<file path="src/rtl/rr_port_drain_sched.sv">
`default_nettype none
// ============================================================================
// Module   : rr_port_drain_sched
// Brief    : Round-robin drain of four router output ports onto one tagged
//            byte stream (SOP/EOP, source port) with a drained-packet counter.
// Revision : 1.0  initial release
// ============================================================================
module rr_port_drain_sched #(
   parameter int CNT_W      = 16,
   parameter int GAP_CYCLES = 1
) (
   input  logic             clk,
   input  logic             reset,
   input  logic [4:0]       newdata_len_1,
   input  logic [4:0]       newdata_len_2,
   input  logic [4:0]       newdata_len_3,
   input  logic [4:0]       newdata_len_4,
   input  logic [7:0]       data_out_1,
   input  logic [7:0]       data_out_2,
   input  logic [7:0]       data_out_3,
   input  logic [7:0]       data_out_4,
   input  logic             sink_ready,
   output logic             proceed_1,
   output logic             proceed_2,
   output logic             proceed_3,
   output logic             proceed_4,
   output logic             out_valid,
   output logic [7:0]       out_data,
   output logic [1:0]       out_port,
   output logic             out_sop,
   output logic             out_eop,
   output logic             busy,
   output logic [CNT_W-1:0] pkt_cnt
);

   localparam logic [2:0] C_GAP_LAST = 3'(GAP_CYCLES - 1);

   typedef enum logic [1:0] {
      ST_IDLE  = 2'd0,
      ST_GRANT = 2'd1,
      ST_RECV  = 2'd2,
      ST_GAP   = 2'd3
   } state_t;

   state_t           state_q, state_d;
   logic [1:0]       ptr_q, ptr_d;
   logic [1:0]       cur_q, cur_d;
   logic [4:0]       len_q, len_d;
   logic [4:0]       cnt_q, cnt_d;
   logic [2:0]       gap_q, gap_d;
   logic [3:0]       proceed_q, proceed_d;
   logic             out_valid_q, out_valid_d;
   logic [7:0]       out_data_q, out_data_d;
   logic [1:0]       out_port_q, out_port_d;
   logic             out_sop_q, out_sop_d;
   logic             out_eop_q, out_eop_d;
   logic             busy_q, busy_d;
   logic [CNT_W-1:0] pkt_cnt_q, pkt_cnt_d;

   logic [3:0]       w_req;
   logic [4:0]       w_len  [4];
   logic [7:0]       w_data [4];
   logic             w_any;
   logic [1:0]       w_win;
   logic             w_last;

   assign w_len[0]  = newdata_len_1;
   assign w_len[1]  = newdata_len_2;
   assign w_len[2]  = newdata_len_3;
   assign w_len[3]  = newdata_len_4;
   assign w_data[0] = data_out_1;
   assign w_data[1] = data_out_2;
   assign w_data[2] = data_out_3;
   assign w_data[3] = data_out_4;
   assign w_req     = {|newdata_len_4, |newdata_len_3, |newdata_len_2, |newdata_len_1};
   assign w_last    = (cnt_q == 5'(len_q - 5'd1));

   // Scan from the farthest offset back to the pointer so the nearest requester wins.
   always_comb begin
      logic [1:0] idx;
      idx   = 2'd0;
      w_win = ptr_q;
      w_any = 1'b0;
      for (int i = 3; i >= 0; i--) begin
         idx = ptr_q + 2'(i);
         if (w_req[idx]) begin
            w_win = idx;
            w_any = 1'b1;
         end
      end
   end

   always_comb begin
      state_d     = state_q;
      ptr_d       = ptr_q;
      cur_d       = cur_q;
      len_d       = len_q;
      cnt_d       = cnt_q;
      gap_d       = gap_q;
      proceed_d   = 4'b0000;
      out_valid_d = 1'b0;
      out_data_d  = out_data_q;
      out_port_d  = out_port_q;
      out_sop_d   = 1'b0;
      out_eop_d   = 1'b0;
      pkt_cnt_d   = pkt_cnt_q;
      case (state_q)
         ST_IDLE: begin
            if (w_any && sink_ready) begin
               state_d          = ST_GRANT;
               len_d            = w_len[w_win];
               cur_d            = w_win;
               ptr_d            = w_win + 2'd1;
               proceed_d[w_win] = 1'b1;
            end
         end
         ST_GRANT: begin
            state_d = ST_RECV;
            cnt_d   = 5'd0;
         end
         ST_RECV: begin
            out_valid_d = 1'b1;
            out_data_d  = w_data[cur_q];
            out_port_d  = cur_q;
            out_sop_d   = (cnt_q == 5'd0);
            out_eop_d   = w_last;
            if (w_last) begin
               pkt_cnt_d = pkt_cnt_q + 1'b1;
               state_d   = ST_GAP;
               gap_d     = C_GAP_LAST;
            end else begin
               cnt_d = cnt_q + 5'd1;
            end
         end
         ST_GAP: begin
            if (gap_q == 3'd0) begin
               state_d = ST_IDLE;
            end else begin
               gap_d = gap_q - 3'd1;
            end
         end
         default: state_d = ST_IDLE;
      endcase
      busy_d = (state_d != ST_IDLE);
   end

   always_ff @(posedge clk or posedge reset) begin
      if (reset) begin
         state_q     <= ST_IDLE;
         ptr_q       <= 2'd0;
         cur_q       <= 2'd0;
         len_q       <= 5'd0;
         cnt_q       <= 5'd0;
         gap_q       <= 3'd0;
         proceed_q   <= 4'b0000;
         out_valid_q <= 1'b0;
         out_data_q  <= 8'd0;
         out_port_q  <= 2'd0;
         out_sop_q   <= 1'b0;
         out_eop_q   <= 1'b0;
         busy_q      <= 1'b0;
         pkt_cnt_q   <= '0;
      end else begin
         state_q     <= state_d;
         ptr_q       <= ptr_d;
         cur_q       <= cur_d;
         len_q       <= len_d;
         cnt_q       <= cnt_d;
         gap_q       <= gap_d;
         proceed_q   <= proceed_d;
         out_valid_q <= out_valid_d;
         out_data_q  <= out_data_d;
         out_port_q  <= out_port_d;
         out_sop_q   <= out_sop_d;
         out_eop_q   <= out_eop_d;
         busy_q      <= busy_d;
         pkt_cnt_q   <= pkt_cnt_d;
      end
   end

   assign proceed_1 = proceed_q[0];
   assign proceed_2 = proceed_q[1];
   assign proceed_3 = proceed_q[2];
   assign proceed_4 = proceed_q[3];
   assign out_valid = out_valid_q;
   assign out_data  = out_data_q;
   assign out_port  = out_port_q;
   assign out_sop   = out_sop_q;
   assign out_eop   = out_eop_q;
   assign busy      = busy_q;
   assign pkt_cnt   = pkt_cnt_q;

endmodule
`default_nettype wire
</file>
<file path="config.mk">
export PLATFORM = sky130hd
export DESIGN_NAME = rr_port_drain_sched
export DESIGN_NICKNAME = d
export VERILOG_FILES = /design/src/rtl/rr_port_drain_sched.sv
export SDC_FILE = /design/constraint.sdc
export NUM_CORES = 1
export LEC_CHECK = 0
export ABC_AREA = 0
export BUFFER_PORTS_ARGS = -buffer_cell sky130_fd_sc_hd__buf_4
export CAP_MARGIN = 0
export CELL_PAD_IN_SITES_DETAIL_PLACEMENT = 1
export CELL_PAD_IN_SITES_GLOBAL_PLACEMENT = 1
export CORE_MARGIN = 2
export CORE_UTILIZATION = 41
export CTS_BUF_LIST = sky130_fd_sc_hd__clkbuf_4
export DETAILED_ROUTE_END_ITERATION = 10
export GPL_TIMING_DRIVEN = 0
export PLACE_DENSITY = 0.84
export SYNTH_ARGS = -nofsm -noshare
export SYNTH_HDL_FRONTEND = slang
export SYNTH_SLANG_ARGS = --single-unit
</file>
<file path="constraint.sdc">
create_clock -name clk -period 2.55 [get_ports clk]
set_input_delay 0.3825 -clock clk [delete_from_list [all_inputs] [get_ports clk]]
set_output_delay 0.3825 -clock clk [all_outputs]
set_load 0.01 [all_outputs]
</file>
==> summary.md, run 1 <==
| Metric | Value |
|---|---|
| Largest net degree at the start of global routing | 29 |
| Setup crit end kind | flip-flop |
| Post-DP HPWL | roughly 5.6 mm |
| Layout cells sized above 1 | 39.0% |
| Final setup viols | 0 |
| Slew Viols, Final | 0 |
| Status | finished, final reports clean |
| DR vias/cell | slightly above 5 |
| Crit path time final | around 2300 ps |
| CTS H-tree lvls | 2 |
| Ys flop type | dfrtp_1 |
| Max-cap violation count | 0 |
| Initial core utilization | between 40% and 50% |
| 1st-iter DRT viols | 67 |
| Root buf cell | clkbuf_4 |
| Slew @ Worst Pin | just under 800 ps |
| Unique masters post-synth | between 40 and 50 |
| Vias | around 2300 |
| Post-synth top area cell | dfrtp_1 |
| Area growth, synth to finish | 31.6% |
| Pwr dens | 973 nW/µm² |
| TritonCTS clock tree | yes |
| Period utilization | 89.7% |
| Post-route ant nets | 0 |
| CP max FO | 10 |
| Die height | between 80 and 90 µm |
| FP Rows | 30 |
| Top-area cell type share of the netlist area | about 46% |
| GRT overflow | 0 |
| Count leader, synth | dfrtp_1 |
| Post-CTS sizing | 0 |
| Post-synth top cells | 53 x dfrtp_1, 17 x xnor2_1, 16 x nand2_1 |
| CP Class | reg -> reg |
| RSZ-0062 raised after global routing | no |
| Total power | roughly 3.7 mW |
| Initial antenna violation count | 0 |
| Number of buffers created by CTS | 5 |
| Ports | 89 |
| Hold-fix buffers at CTS | 0 |
| Slowest cell on the critical path | a31oi_1 |
| Top cells by area, synth | dfrtp_1 46%, mux4_2 6.3%, xnor2_1 5.2% |
| Max IR drop VDD | about 0.35 mV |
| Routability Congestion | 0.725 |
| CTS Sinks | between 50 and 60 |
| #FFs+latches synth | 53 |
| Critical Path, Cell by Cell | inv_1, ha_1, nand2b_1, a21o_1, a31oi_1, nor3_1, buf_2, nand3_1, xnor2_1 |
| Max Fclk | ~440 MHz |
| Worst Path Required | around 2900 ps |
| Clock Path Buffers | 2 |
| Clock transition at path regs | 160 ps |
| Crit start category | flip-flop |
| Mapped cell area | 2870 µm² |
| Die Wd | ~88 µm |
| Worst min path class | in -> async |
| ANT cells | 0 |
| Dpl ws | around 210 ps |
| Total wire length | 7.01 mm |
| Total GRT Usage | about a fifth |
| Async set-reset flop share out of synthesis | 100% |
| Relative slew slack | 48.2% |
| Leakage | around 1.8 nW |
| Ys Warns | 0 |
| Nets | 409 |
| Post-route setup slack | about 260 ps |
| Routed length per instance | between 15 and 20 µm |
| Fin Setup TNS | 0 ps |
| Drt first pass iters | 4 |
| Multi-input gate area | about 1400 µm² |
| DRC violations left | 0 |
| Sequential fraction of the synthesis area | 46.3% |
| DIE AREA | approximately 7700 µm² |
| Post-synth EDFFs | 0 |
| # Post-CTS Setup Buffers | 0 |
| Worst-Skew Late Latency | roughly 380 ps |
| Clk_skew | approximately 16 ps |
| Number of global-route vias before repair | 2506 |
| CP max stage delay | around 520 ps |
| Cell area after layout | 3770 µm² |
| PortBufs | 88 |
| Syn nets | 313 |
| CP Data Arrival Time | about 2600 ps |
| Core Box Area | 6790 µm² |
| Fillers | roughly 760 |
| Hold Fails Final Rpt | 0 |
| Register area | between 1000 and 1500 µm² |
| Syn Area/Cell | around 11 µm² |
| First-pass GRT wire length | roughly 12 mm |
| DP Area | 3670 µm² |
| Post-Syn Instances | roughly 250 |
-- kinds of logic (layout without fill, tap and decap cells) --
| group | count (synthesis) | count (layout) | synth area share [%] |
|---|---|---|---|
| simple gates | 82 | 82 | 15.6 |
| compound gates | 35 | 35 | 10.6 |
| mux | 29 | 29 | 14.1 |
| buf+inv | 24 | 121 | 3.75 |
| xor+xnor | 23 | 23 | 7.03 |
| flops | 53 | 53 | 46.3 |
| fa+ha+maj | 6 | 6 | 2.62 |
-- per-stage QoR --
stage,hold WS (ps),instances,utilization [%]
5_1_grt,75.7,445,55.5
2_1_floorplan,480,252,-
3_3_place_gp,467,436,53.7
4_1_cts,54.4,445,55.5
6_report,41.8,445,55.5
3_5_place_dp,481,437,54.0
-- flip-flops by register name, indices dropped and copies added, names as in the netlist, 2 cells and up --
signal,flops
pkt_cnt,16
out_data,8
cnt_q,5
len_q,5
proceed_q,4
gap_q,3
cur_q,2
out_port,2
ptr_q,2
state_q,2
-- where the power goes --
group	leakage (nW)	switching [mW]	internal, mW
clock network	0.0558	0.282	0.309
registers	0.684	0.192	1.09
logic	1.03	0.914	0.881
total	1.77	1.39	2.28
-- critical path: cells and delay by family (launching register included) --
family | cells | cell delay (ps)
buf+inv | 2 | 290
flops | 1 | 430
xor+xnor | 1 | 120
compound gates | 2 | 680
fa+ha+maj | 1 | 220
simple gates | 3 | 480
-- cell type report --
class | count | area share, %
Tap cell | 96 | 3.18
Inverter | 13 | 1.29
Clock buffer | 5 | 0.995
Multi-Input combinational cell | 175 | 38.0
Clock inverter | 3 | 1.82
Sequential cell | 53 | 35.1
Buffer | 11 | 1.56
Timing Repair Buffer | 89 | 18.0
-- layer usage --
layer | global-route usage, % | vias to the layer above | share of wire (%)
met5 | 0 | - | 0
met1 | 24.1 | 1125 | 41
met2 | 35.5 | 68 | 53
met3 | 2.92 | 10 | 4.9
met4 | 5.17 | 0 | 1.3
li1 | - | 1094 | -
-- cell usage in the layout, fill, tap and decap left out, types with 2 or more instances in the layout --
cell type,instances
a21o_1,3
a21oi_1,2
a22o_1,3
and2_1,2
and3_1,8
buf_2,2
buf_4,89
bufinv_16,2
clkbuf_1,7
clkbuf_4,5
dfrtp_1,53
ha_1,6
inv_1,12
mux2_2,11
mux2i_1,10
mux4_2,8
nand2_1,16
nand2b_1,3
nand3_1,11
nand4_1,7
nor2_1,12
nor2b_1,4
nor3_1,8
o211ai_1,4
o21ai_0,9
o21ai_1,2
o221ai_2,4
xnor2_1,17
xor2_1,6
-- final timing paths --
check	from	end	slack (ps)	depth (start not counted)
hold reg to reg	pkt_cnt[15]	pkt_cnt[15]	500	1
min in group clk	newdata_len_4[2]	len_q[2]	320	3
setup / recovery	len_q[0]	pkt_cnt[13]	260	9
max in group asynchronous	reset	cnt_q[4]	1940	3
hold / removal	reset	out_data[4]	40	2
setup reg to reg	len_q[0]	pkt_cnt[13]	260	9
Note: power is estimated with default switching activity, not from simulation.
==> run 2, diff against run 1 <==
- ABC_CLOCK_PERIOD_IN_PS: unset -> 2550
- CTS_BUF_LIST: sky130_fd_sc_hd__clkbuf_4 -> sky130_fd_sc_hd__clkbuf_2
==> run 2 against run 1 <==
Critical path depth unchanged. Combinational power about the same. Worst hold slack improved by 170 ps. Count of clock-buffer cells in the layout unchanged. Flip-flop and latch count unchanged.
==> summary.md, run 2 (same netlist as run 1, synthesis figures left out) <==
| Metric | Value |
|---|---|
| Hold Fails Final Rpt | 0 (unchanged) |
| Period utilization | 90.4% (was 89.7%) |
| CTS Sinks | 53 (unchanged) |
| Post-CTS sizing | 0 (unchanged) |
| DP Area | 3670 µm² (unchanged) |
| Leakage | 1.77 nW (about the same) |
| Vias | 2307 (was 2297) |
| Total GRT Usage | 19.9% (was 19.5%) |
| Initial core utilization | 42.2% (unchanged) |
| Worst min path class | in -> reg (was in -> async) |
| Crit path time final | 2300 ps (was 2290 ps) |
| Placed cell count | 437 (unchanged) |
| Total wire length | 7.06 mm (was 7.01 mm) |
| Post-route setup slack | 245 ps (was 263 ps) |
| Number of global-route vias before repair | 2524 (was 2506) |
| CTS H-tree lvls | 2 (unchanged) |
| Routability Congestion | 0.725 (unchanged) |
| Die Wd | 87.6 µm (unchanged) |
| Drt first pass iters | 4 (unchanged) |
| Worst hold path cell count | 3 |
| CP Class | reg -> reg (unchanged) |
| Root buf cell | clkbuf_2 (was clkbuf_4) |
| Max FFs per register | 16 (unchanged) |
| Routed length per instance | 15.8 µm (was 15.7 µm) |
| Hold-fix buffers at CTS | 1 (was 0) |
| Nets | 410 (was 409) |
| PortBufs | 88 (unchanged) |
| RSZ-0062 raised after global routing | no (unchanged) |
| DR vias/cell | 5.17 (was 5.16) |
| Commonest non-fill, non-tap cell in the layout | buf_4 (unchanged) |
| Max-cap violation count | 0 (unchanged) |
| GRT overflow | 0 (unchanged) |
| Clock Path Buffers | 2 (unchanged) |
| Max IR drop VDD | 0.343 mV (was 0.348 mV) |
| Fin Setup TNS | 0 ps (unchanged) |
| TritonCTS clock tree | yes (unchanged) |
| Crit start category | flip-flop (unchanged) |
| Worst-Skew Late Latency | 490 ps (was 380 ps) |
| DIE AREA | 7680 µm² (unchanged) |
| Slew Viols, Final | 0 (unchanged) |
| Most frequent cells in the layout | 89 x buf_4, 53 x dfrtp_1, 17 x xnor2_1 (unchanged) |
| Setup crit start | len_q[0] (unchanged) |
| Post-DP HPWL | 5.60 mm (unchanged) |
| CP Data Arrival Time | 2740 ps (was 2600 ps) |
| Status | finished, final reports clean (unchanged) |
| Final setup viols | 0 (unchanged) |
| 1st-iter DRT viols | 60 (was 67) |
| Core Box Area | 6790 µm² (unchanged) |
| Largest net degree at the start of global routing | 29 (unchanged) |
| First-pass GRT wire length | 12.0 mm (about the same) |
| Dpl ws | 211 ps (unchanged) |
| Worst Hold Launch | newdata_len_4[2] |
| CP max FO | 10 (unchanged) |
| Setup crit end kind | flip-flop (unchanged) |
| Slew @ Worst Pin | 776 ps (about the same) |
| Ports | 89 (unchanged) |
| Cell area after layout | 3770 µm² (about the same) |
| Die height | 87.6 µm (unchanged) |
| Worst flop-to-flop path startpoint | len_q[0] (unchanged) |
| Clk_skew | 27.9 ps (was 15.5 ps) |
| Clock transition at path regs | 280 ps (was 160 ps) |
| Area growth, synth to finish | 31.6% (about the same) |
| Relative slew slack | 48.3% (was 48.2%) |
| Max Fclk | 434 MHz (was 437 MHz) |
| Worst Path Required | 2990 ps (was 2870 ps) |
| # Post-CTS Setup Buffers | 0 (unchanged) |
| Finished Layout Cells | 446 (was 445) |
| Number of buffers created by CTS | 5 (unchanged) |
| FP Rows | 30 (unchanged) |
| DRC violations left | 0 (unchanged) |
| Post-route ant nets | 0 (unchanged) |
| ANT cells | 0 (unchanged) |
| R2R depth | 9 (unchanged) |
| Layout cells sized above 1 | 38.9% (was 39.0%) |
| Pwr dens | 963 nW/µm² (was 973 nW/µm²) |
| Initial antenna violation count | 0 (unchanged) |
run 2: changes by cell type in the layout (fill, tap and decap cells not counted):
| cell | previous run | this run |
|---|---|---|
| clkbuf_2 | 0 | 5 |
| dlygate4sd3_1 | 0 | 1 |
| clkbuf_4 | 5 | 0 |
run 2: path summary, 6_finish.rpt:
kind                       slack, ps     endpoint
setup / recovery                 250  pkt_cnt[13]
hold / removal                   210     len_q[2]
setup reg to reg                 250  pkt_cnt[13]
hold reg to reg                  510  pkt_cnt[15]
max in group asynchronous       1480     cnt_q[4]
min in group asynchronous        490  out_data[4]
run 2: through the flow:
| stage | utilization (%) | hold WS, ps | power (mW) |
|---|---|---|---|
| 2_1_floorplan | - | 480 | 2.50 |
| 3_3_place_gp | 53.7 | 467 | 3.01 |
| 3_5_place_dp | 54.0 | 481 | 3.12 |
| 4_1_cts | 55.5 | 194 | 3.67 |
| 5_1_grt | 55.5 | 198 | 3.92 |
| 6_report | 55.5 | 212 | 3.63 |
run 2: critical path, cell delays in order (launching register included):
cell and delay, ps:
dfrtp_1 460, inv_1 60, ha_1 220, nand2b_1 160, a21o_1 160, a31oi_1 520
nor3_1 190, buf_2 230, nand3_1 130, xnor2_1 120
run 2: power breakdown:
| part | internal, mW | leakage (nW) | switching (mW) |
|---|---|---|---|
| clock | 0.267 | 0.0536 | 0.287 |
| combinational | 0.882 | 1.03 | 0.914 |
| sequential | 1.09 | 0.684 | 0.191 |
run 2: layout make-up:
cell class	count	area [µm²]
Fill cell	767	3020
Multi-Input combinational cell	175	1430
Sequential cell	53	1330
Timing Repair Buffer	90	691
Tap cell	96	120
Clock inverter	3	68.8
Buffer	11	58.8
Inverter	13	48.8
Clock buffer	5	25.0
run 2: per-layer routing:
metal,GRT usage (%),up-vias,share of wire [%]
li1,-,1094,-
met1,23.7,1136,40
met2,36.8,69,53
met3,3.39,8,5.1
met4,5.31,0,1.4
met5,0,-,0
==> run 3, diff against run 2 <==
- CELL_PAD_IN_SITES_DETAIL_PLACEMENT: 1 -> 2
- CELL_PAD_IN_SITES_GLOBAL_PLACEMENT: 1 -> 2
- CORE_UTILIZATION: 41 -> 33
- PLACE_DENSITY: 0.84 -> 0.83
==> run 3 against run 2 <==
Final area hardly changed. Register-to-register slack better by 20 ps. Critical path type unchanged. Non-clock buffer count stayed put. Worst hold slack better by 69 ps. Fmax is 0.76% higher. Clock skew is 10 ps lower. Die area is 23% higher. Wire length is 12% higher.
==> summary.md, run 3 (same netlist as run 1, synthesis figures left out) <==
| Metric | Value |
|---|---|
| CTS H-tree lvls | 2 (unchanged) |
| Layout cells sized above 1 | 39.1% (was 38.9%) |
| Ports | 89 (unchanged) |
| Finished Layout Cells | 458 (was 446) |
| CP max FO | 10 (unchanged) |
| CP Data Arrival Time | 2640 ps (was 2740 ps) |
| Post-route ant nets | 0 (unchanged) |
| Clk_skew | 17.8 ps (was 27.9 ps) |
| Number of global-route vias before repair | 2548 (was 2524) |
| Routability Congestion | 0.750 (was 0.725) |
| Period utilization | 89.7% (was 90.4%) |
| Pwr dens | 941 nW/µm² (was 963 nW/µm²) |
| TritonCTS clock tree | yes (unchanged) |
| Post-DP HPWL | 6.11 mm (was 5.60 mm) |
| DIE AREA | 9450 µm² (was 7680 µm²) |
| Max-cap violation count | 0 (unchanged) |
| First-pass GRT wire length | 13.2 mm (was 12.0 mm) |
| DP Area | 3680 µm² (was 3670 µm²) |
| Die Wd | 97.2 µm (was 87.6 µm) |
| DRC violations left | 0 (unchanged) |
| Placed cell count | 449 (was 437) |
| Worst-Skew Late Latency | 420 ps (was 490 ps) |
| Total GRT Usage | 17.1% (was 19.9%) |
| Area growth, synth to finish | 31.4% (was 31.6%) |
| Leakage | 1.76 nW (was 1.77 nW) |
| Max Fclk | 437 MHz (was 434 MHz) |
| GRT overflow | 0 (unchanged) |
| Initial core utilization | 33.5% (was 42.2%) |
| # Post-CTS Setup Buffers | 0 (unchanged) |
| Largest net degree at the start of global routing | 36 (was 29) |
| Worst min path class | in -> reg (unchanged) |
| Max FFs per register | 16 (unchanged) |
| Relative slew slack | 42.4% (was 48.3%) |
| Vias | 2341 (was 2307) |
| Clock transition at path regs | 270 ps (was 280 ps) |
| Total wire length | 7.88 mm (was 7.06 mm) |
| CP Class | reg -> reg (unchanged) |
| Commonest non-fill, non-tap cell in the layout | buf_4 (unchanged) |
| Crit start category | flip-flop (unchanged) |
| Fillers | 916 (was 767) |
| Initial antenna violation count | 0 (unchanged) |
| 1st-iter DRT viols | 58 (was 60) |
| PortBufs | 88 (unchanged) |
| FP Rows | 34 (was 30) |
| Clock Path Buffers | 2 (unchanged) |
| Most frequent cells in the layout | 89 x buf_4, 53 x dfrtp_1, 17 x xnor2_1 (unchanged) |
| Core Box Area | 8550 µm² (was 6790 µm²) |
| ANT cells | 0 (unchanged) |
| Slowest cell on the critical path | dfrtp_1 (was a31oi_1) |
| CTS Sinks | 53 (unchanged) |
| Die height | 97.2 µm (was 87.6 µm) |
| DR vias/cell | 5.11 (was 5.17) |
| Root buf cell | clkbuf_2 (unchanged) |
| RSZ-0062 raised after global routing | no (unchanged) |
| Fin Setup TNS | 0 ps (unchanged) |
| Crit path time final | 2290 ps (was 2300 ps) |
| Hold Fails Final Rpt | 0 (unchanged) |
| R2R depth | 9 (unchanged) |
| Nets | 410 (unchanged) |
| CP max stage delay | 470 ps (was 520 ps) |
| Worst Path Required | 2910 ps (was 2990 ps) |
| R2R Setup Slk | 260 ps (was 250 ps) |
| Cell area after layout | 3770 µm² (about the same) |
| Routed length per instance | 17.2 µm (was 15.8 µm) |
| Final setup viols | 0 (unchanged) |
| Max IR drop VDD | 0.319 mV (was 0.343 mV) |
| Worst hold path cell count | 3 (unchanged) |
| Number of buffers created by CTS | 5 (unchanged) |
| Slew @ Worst Pin | 864 ps (was 776 ps) |
| Drt first pass iters | 4 (unchanged) |
| Slew Viols, Final | 0 (unchanged) |
| Setup crit end kind | flip-flop (unchanged) |
| Critical Path, Cell by Cell | inv_1, ha_1, nand2b_1, o211ai_1, a31oi_2, nor3_2, buf_2, nand3_1, xnor2_1 (was inv_1, ha_1, nand2b_1, a21o_1, a31oi_1, nor3_1, buf_2, nand3_1, xnor2_1) |
| Status | finished, final reports clean (unchanged) |
[run 3: cell count changes in the layout (fill, tap and decap cells not counted)]
cell | previous run | this run
bufinv_16 | 2 | 1
clkbuf_2 | 5 | 6
a31oi_1 | 1 | 0
inv_6 | 1 | 0
clkinv_1 | 0 | 1
a31oi_2 | 0 | 1
nor3_1 | 8 | 7
nor3_2 | 0 | 1
[run 3: cell type report]
type | count | area (µm²) | area share [%]
Timing Repair Buffer | 90 | 691 | 18.3
Sequential cell | 53 | 1330 | 35.2
Clock buffer | 6 | 30.0 | 0.797
Inverter | 13 | 48.8 | 1.30
Multi-Input combinational cell | 175 | 1440 | 38.3
Clock inverter | 2 | 33.8 | 0.897
Buffer | 11 | 58.8 | 1.56
Tap cell | 108 | 135 | 3.59
[run 3: worst paths after layout]
kind / from / end
worst max-delay path: len_q[0] / pkt_cnt[5]
worst min-delay path: newdata_len_4[4] / len_q[4]
worst max register to register: len_q[0] / pkt_cnt[5]
worst min register to register: pkt_cnt[8] / pkt_cnt[8]
max in group asynchronous: reset / busy
min in group asynchronous: reset / out_data[0]
[run 3: repair_timing]
action | in CTS | in global routing
endpoints found under the hold margin | 18 | 0
endpoints found under the setup margin | 0 | 11
hold buffers | 1 | 0
resized for setup | 0 | 2
[run 3: critical path: cells and delay by family, from the launching register on]
family / cells / cell delay [ps]
adders and majority gates: 1 / 240
buffers and inverters: 2 / 320
AOI/OAI and AO/OA: 2 / 350
DFF: 1 / 470
xor gates and xnor gates: 1 / 230
and+or+nand+nor: 3 / 620
[run 3: power by group]
part / internal (mW) / switching, mW / leakage, nW
clock network: 0.167 / 0.260 / 0.0406
logic: 0.890 / 0.934 / 1.03
registers: 1.09 / 0.203 / 0.684
total: 2.15 / 1.40 / 1.76
[run 3: metrics by stage]
stage | utilization [%] | total power, mW | hold WS [ps] | setup WS [ps]
after floorplan | - | 2.50 | 480 | 504
after global placement | 42.8 | 3.03 | 466 | 207
after detailed placement | 43.1 | 3.13 | 414 | 108
after CTS | 43.9 | 3.59 | 257 | 27.2
after global routing | 44.1 | 3.84 | 243 | 106
final | 44.1 | 3.55 | 281 | 262
[run 3: per-layer routing]
layer  global-route usage [%]  share of wire [%]
met4                     2.49               0.75
met1                     21.4                 42
met2                     31.6                 53
met3                     2.73                3.6
met5                        0                  0
